===== config.mk =====
export PLATFORM = sky130hd
export DESIGN_NAME = uart_rx
export DESIGN_NICKNAME = d
export VERILOG_FILES = /design/src/rtl/uart_rx.sv
export SDC_FILE = /design/constraint.sdc
export NUM_CORES = 1
export LEC_CHECK = 0
export BUFFER_PORTS_ARGS = -buffer_cell sky130_fd_sc_hd__buf_2
export CAP_MARGIN = 10
export CORE_MARGIN = 5
export CORE_UTILIZATION = 40
export CTS_CLUSTER_SIZE = 20
export DETAILED_ROUTE_END_ITERATION = 10
export SLEW_MARGIN = 20
export SYNTH_ARGS = -nofsm -noshare
export SYNTH_HDL_FRONTEND = slang
export SYNTH_SLANG_ARGS = --single-unit

===== constraint.sdc =====
create_clock -name clk -period 4.2 [get_ports clk]
set_input_delay 0.21 -clock clk [delete_from_list [all_inputs] [get_ports clk]]
set_output_delay 0.21 -clock clk [all_outputs]
set_load 0.01 [all_outputs]

===== src/rtl/uart_rx.sv =====
// UART receiver: 3-stage input synchronizer, mid-bit sampling FSM, optional even/odd parity.
// Emits a one-cycle data_is_valid or rx_error pulse one cycle after the stop-bit sample.
module uart_rx #(
   parameter int unsigned INPUT_DATA_WIDTH = 8,
   parameter int unsigned PARITY_ENABLED   = 1,
   parameter int unsigned PARITY_TYPE      = 0,
   parameter int unsigned CLOCKS_PER_BIT   = 8
) (
   input  logic                                  clk,
   input  logic                                  reset,
   input  logic                                  serial_in,
   output logic [INPUT_DATA_WIDTH-1:0]           received_data,
   output logic                                  data_is_valid,
   output logic                                  rx_error,
   output logic [$clog2(INPUT_DATA_WIDTH+4)-1:0] state
);

   localparam int unsigned StateW = $clog2(INPUT_DATA_WIDTH + 4);
   localparam int unsigned CntW   = $clog2(CLOCKS_PER_BIT);
   localparam int unsigned BitW   = (INPUT_DATA_WIDTH > 1) ? $clog2(INPUT_DATA_WIDTH) : 1;

   localparam logic [CntW-1:0] HalfLast  = CntW'(CLOCKS_PER_BIT / 2 - 1);
   localparam logic [CntW-1:0] FullLast  = CntW'(CLOCKS_PER_BIT - 1);
   localparam logic [BitW-1:0] LastBit   = BitW'(INPUT_DATA_WIDTH - 1);
   localparam logic            ParityOdd = (PARITY_TYPE != 0);

   // DATA_k states are StData0 + k and have no enumerator of their own.
   typedef enum logic [StateW-1:0] {
      StIdle   = StateW'(0),
      StStart  = StateW'(1),
      StData0  = StateW'(2),
      StParity = StateW'(INPUT_DATA_WIDTH + 2),
      StStop   = StateW'(INPUT_DATA_WIDTH + 3)
   } state_e;

   logic [2:0]                  sync_q;
   logic                        rx_s;
   logic                        rx_prev_q;
   logic                        armed_q;
   logic [StateW-1:0]           state_q;
   logic [CntW-1:0]             cnt_q;
   logic [BitW-1:0]             bit_q;
   logic [INPUT_DATA_WIDTH-1:0] shift_q;
   logic                        parity_bit_q;
   logic                        stop_seen_q;
   logic                        stop_bit_q;
   logic [INPUT_DATA_WIDTH-1:0] data_q;
   logic                        valid_q;
   logic                        error_q;
   logic                        parity_ok;

   always_ff @(posedge clk or negedge reset) begin
      if (!reset) begin
         sync_q <= '1;
      end else begin
         sync_q <= {sync_q[1:0], serial_in};
      end
   end

   assign rx_s = sync_q[2];

   assign parity_ok = (PARITY_ENABLED == 0) ||
                      ((^shift_q ^ parity_bit_q ^ ParityOdd) == 1'b0);

   always_ff @(posedge clk or negedge reset) begin
      if (!reset) begin
         rx_prev_q    <= 1'b1;
         armed_q      <= 1'b0;
         state_q      <= StIdle;
         cnt_q        <= '0;
         bit_q        <= '0;
         shift_q      <= '0;
         parity_bit_q <= 1'b0;
         stop_seen_q  <= 1'b0;
         stop_bit_q   <= 1'b0;
         data_q       <= '0;
         valid_q      <= 1'b0;
         error_q      <= 1'b0;
      end else begin
         valid_q   <= 1'b0;
         error_q   <= 1'b0;
         rx_prev_q <= rx_s;
         cnt_q     <= cnt_q + 1'b1;
         if (rx_s) begin
            armed_q <= 1'b1;
         end

         case (state_q)
            StIdle: begin
               cnt_q <= '0;
               if (armed_q && rx_prev_q && !rx_s) begin
                  state_q <= StStart;
                  bit_q   <= '0;
               end
            end

            StStart: begin
               if (cnt_q == HalfLast) begin
                  cnt_q   <= '0;
                  state_q <= rx_s ? StIdle : StData0;
               end
            end

            StParity: begin
               if (cnt_q == FullLast) begin
                  cnt_q        <= '0;
                  parity_bit_q <= rx_s;
                  state_q      <= StStop;
               end
            end

            StStop: begin
               // Sample on one edge, report on the next; the report edge is also the return to idle.
               if (stop_seen_q) begin
                  stop_seen_q <= 1'b0;
                  state_q     <= StIdle;
                  if (stop_bit_q && parity_ok) begin
                     data_q  <= shift_q;
                     valid_q <= 1'b1;
                  end else begin
                     error_q <= 1'b1;
                     if (!stop_bit_q) begin
                        armed_q <= 1'b0;
                     end
                  end
               end else if (cnt_q == FullLast) begin
                  stop_seen_q <= 1'b1;
                  stop_bit_q  <= rx_s;
               end
            end

            default: begin
               if (state_q > StStop) begin
                  state_q <= StIdle;
               end else if (cnt_q == FullLast) begin
                  cnt_q          <= '0;
                  shift_q[bit_q] <= rx_s;
                  bit_q          <= bit_q + 1'b1;
                  if (bit_q == LastBit) begin
                     state_q <= (PARITY_ENABLED != 0) ? StParity : StStop;
                  end else begin
                     state_q <= state_q + 1'b1;
                  end
               end
            end
         endcase
      end
   end

   assign received_data = data_q;
   assign data_is_valid = valid_q;
   assign rx_error      = error_q;
   assign state         = state_q;

   a_pulse_exclusive : assert property (@(posedge clk) disable iff (!reset)
      !(valid_q && error_q));

   a_state_range : assert property (@(posedge clk) disable iff (!reset)
      state_q <= StStop);

   a_valid_one_cycle : assert property (@(posedge clk) disable iff (!reset)
      valid_q |=> !valid_q);

   a_error_one_cycle : assert property (@(posedge clk) disable iff (!reset)
      error_q |=> !error_q);

endmodule


==> results.txt <==
----------------------------------------------------
[Outcome]
  Result of the run ... complete, but fails checks
  Violated checks ... negative hold slack

[Clock tree]
  CTS H-tree depth ... 2
  Post-CTS Setup Bufs ... 0
  Root buffer selected by CTS ... clkbuf_8
  Maximum root-to-sink buffer count ... 2
  Latest clock arrival within the worst-skew pair ... 0.28 ns
  TritonCTS Sinks ... 36
  CTS clock-pin slew for the worst setup and hold paths ... 0.07 ns
  TritonCTS clock tree ... done
  Total CTS buffers ... 5
  Post-cts resize count ... 0
  Post-cts hold buffer count ... 0

[Critical path]
  Arr. time, crit path ... 2.50 ns
  Worst path cell trace ... inv_1 -> ha_1 -> o31ai_1 -> o2111ai_1 -> nor4b_1 -> mux2_2
  Launch point of the critical path ... state[0]
  Required time at the endpoint of the critical path ... 4.37 ns
  Reg-to-reg startpoint ... state[0]
  Library cell contributing the largest single delay on the critical path ... dfrtp_1
  Critical path's largest stage delay ... 0.45 ns
  Launching element type of the critical path ... flip-flop
  CP bufs+invs ... 1
  Kind of cell with the highest combined delay on the critical path ... compound AO/OA/AOI/OAI gates
  Setup crit end kind ... flip-flop
  Critical Setup Path Class ... reg2reg
  CP Max Fanout ... 7

[Drt]
  Total Wirelength ... 3.55 mm
  Number of remaining DRC errors ... 0
  Detailed-route vias per instance ... 5.65
  Antenna violation net count after detailed routing ... 0
  1st-iter DRT viols ... 136
  First drt pass iteration count ... 4
  DR WL/cell ... 15.5 um
  Total number of vias ... 1,293

[GRT]
  First-pass GRT wire length ... 6.38 mm
  Number of global-route vias before repair ... 1,313
  All-layer global routing usage ... 13.2%
  Pin count of the biggest net entering global routing ... 37
  Antenna violations before repair ... 0
  Remaining Overflow, GRT ... 0

[Synth]
  Number of different library cells in the post-synthesis netlist ... 45
  Most used DFF post-synth ... dfrtp_1
  Proportion of register bits with asynchronous set or reset after synthesis ... 100%
  Most area-consuming cells after synthesis ... dfrtp_1 43%, mux2_2 12%, ha_1 6.0%
  Per-instance average area after synthesis ... 11.8 sq um
  Most numerous cell types in the synthesized netlist ... 32 x dfrtp_1, 20 x mux2_2, 9 x ha_1
  Main combinational cell family by area after synthesis ... multiplexers
  Proportion of netlist area held by the largest area contributor ... 42.6%
  Post-synth EDFFs ... 0
  Synth warnings ... 0
  Number of storage elements in the synthesis netlist ... 36
  Number of instances in the synthesized netlist ... 160
  Sequential element share of the synthesized area ... 48.2%
  Xor and xnor fraction of the mapped netlist area ... 4.79%
  Syn Nets ... 172
  Most common cell in the synthesized netlist ... dfrtp_1
  Mux share of post-synthesis cell area ... 13.2%
  Netlist area before placement ... 1880 sq um
  Adder and majority gate portion of the synthesized area ... 5.99%
  Simple logic cell fraction of the synthesized area ... 12.0%
  Post-synthesis compound-gate area fraction ... 12.7%
  Synth area leader ... dfrtp_1

[STA]
  Number of failing setup endpoints in the final timing report ... 0
  Layout Skew ... 0.00588 ns
  Final Hold Fails ... 6
  Measured slew at the worst slew-check pin ... 0.779 ns
  Hold slack ... -0.00676 ns
  Crit path time final ... 2.33 ns
  Tcrit/Tclk final ... 55.4%
  Max-slew violation total from the final report ... 0
  Setup repair after global routing missed its margin ... no
  Setup TNS Final ... 0 ns
  Final worst slack ... 1.87 ns
  Max Fclk ... 430 MHz
  Headroom to the max-slew limit ... 48.1%

[Power and ir drop]
  Net Sw Frac ... 37.3%
  Areal power density over the cells ... 536 nW/um^2
  Peak supply drop ... 0.196 mV
  Net switching power ... 415 uW
  Overall power after layout ... 1110 uW
  Portion of total power attributed to the clock network ... 21.6%
  Internal power ... 698 uW
  Sequential fraction of design power ... 42.2%
  Comb pwr share ... 36.2%
  Leak pwr ... 0.000981 uW

[Place]
  Area after detailed placement ... 1990 sq um
  Count of buffers inserted at the top-level ports ... 16
  HPWL after DPL ... 2.50 mm
  GP Congestion ... 0.891
  Worst Setup Slack post-DPL ... 1.91 ns
  Placed cell count ... 221

[Worst hold path]
  Kind of path behind the tightest hold check ... in2async

[Floorplanning]
  Core box area ... 4630 sq um
  Starting utilization of the core area ... 40.6%
  DIE AREA ... 6170 sq um
  Die Span X ... 78.6 um
  Ports placed on the boundary ... 17
  Vertical die dimension ... 78.6 um
  Row cnt ... 25

[Final layout]
  Area added between synthesis and finish ... 10.4%
  Count of antenna diodes in the layout ... 0
  Number of nets in the layout ... 186
  Post-Layout Inst Area ... 2080 sq um
  Layout cells sized above 1 ... 28.0%
  Number of standard cells in the layout, taps in and fillers out ... 229

[Job]
  Maximum capacitance violations ... 0

----------------------------------------------------
[cell usage in the layout, fill, tap and decap left out, types with 2 or more instances in the layout]
master | synthesis | final
dfrtp_1 | 32 | 32
mux2_2 | 20 | 20
buf_2 | 2 | 16
ha_1 | 9 | 9
inv_1 | 6 | 6
nor2_1 | 6 | 6
o21ai_0 | 6 | 6
nor3_1 | 6 | 6
a21oi_1 | 5 | 5
clkbuf_8 | 0 | 5
nand2_1 | 4 | 4
xnor2_1 | 4 | 4
o22ai_1 | 4 | 4
dfstp_2 | 4 | 4
nand3_1 | 3 | 3
o31ai_1 | 3 | 3
nor4b_1 | 3 | 3
o21bai_1 | 2 | 2
or3_1 | 2 | 2
nand3b_1 | 2 | 2
nand4_1 | 2 | 2
o22a_1 | 2 | 2
nand4b_1 | 2 | 2
a22o_1 | 2 | 2
nor4_1 | 2 | 2
o31a_1 | 2 | 2
clkbuf_1 | 4 | 2
[layout make-up]
cell class	instances	area [sq um]
fillers	459	2550
multi-input cells	109	916
flip-flops and latches	36	906
repair buffers	16	80.1
clock buffers	7	76.3
well taps	54	67.6
inverters	6	22.5
clock inverters	1	8.76
[registers in the layout (all words and copies together), names as in the netlist]
signal,flops
received_data,8
shift_q,8
state,4
bit_q,3
cnt_q,3
sync_q,3
armed_q,1
data_is_valid,1
parity_bit_q,1
rx_error,1
rx_prev_q,1
stop_bit_q,1
stop_seen_q,1
[worst reg2reg max path: stages (launching register included)]
cell	delay, ns
dfrtp_1	0.45
inv_1	0.12
ha_1	0.25
o31ai_1	0.38
o2111ai_1	0.28
nor4b_1	0.38
mux2_2	0.37
[through the flow]
step,hold slack (ns),utilization (%)
6_report,-0.00676,44.9
3_5_place_dp,0.318,43.0
3_3_place_gp,0.315,43.0
5_1_grt,0.00133,44.9
2_1_floorplan,-0.0856,-
4_1_cts,0.00171,44.9
[routing by layer]
| layer | vias to the layer above | GRT usage [%] | part of all wire, % |
|---|---|---|---|
| met5 | - | 0 | 0 |
| met4 | 0 | 6.64 | 3.5 |
| met2 | 21 | 20.0 | 47 |
| li1 | 627 | - | - |
| met3 | 10 | 3.44 | 3.7 |
| met1 | 635 | 17.2 | 45 |
[path summary, 6_finish.rpt]
check	endpoint	slack, ns	cells past startpoint
max in group asynchronous	received_data[6]	3.70	1
setup reg to reg	shift_q[2]	1.87	6
hold / removal	rx_error	-0.007	1
min in group clk	sync_q[0]	0.02	1
hold reg to reg	sync_q[1]	0.36	0
setup / recovery	shift_q[2]	1.87	6
[cells by family (layout without fill, tap and decap cells)]
kind of cell,after synthesis,count (layout)
xor+xnor,7,7
buf+inv,15,30
fa+ha+maj,9,9
simple gates,38,38
mux,21,21
compound gates,34,34
flops,36,36
[power by group through the flow]
stage	combinational [uW]	clock, uW	sequential (uW)
global route	454	267	481
CTS	405	253	470
global placement	397	0	471
finish	403	240	470
floorplan	338	0	442
detailed placement	402	0	476
No activity file was read; power rests on OpenSTA's default activity.
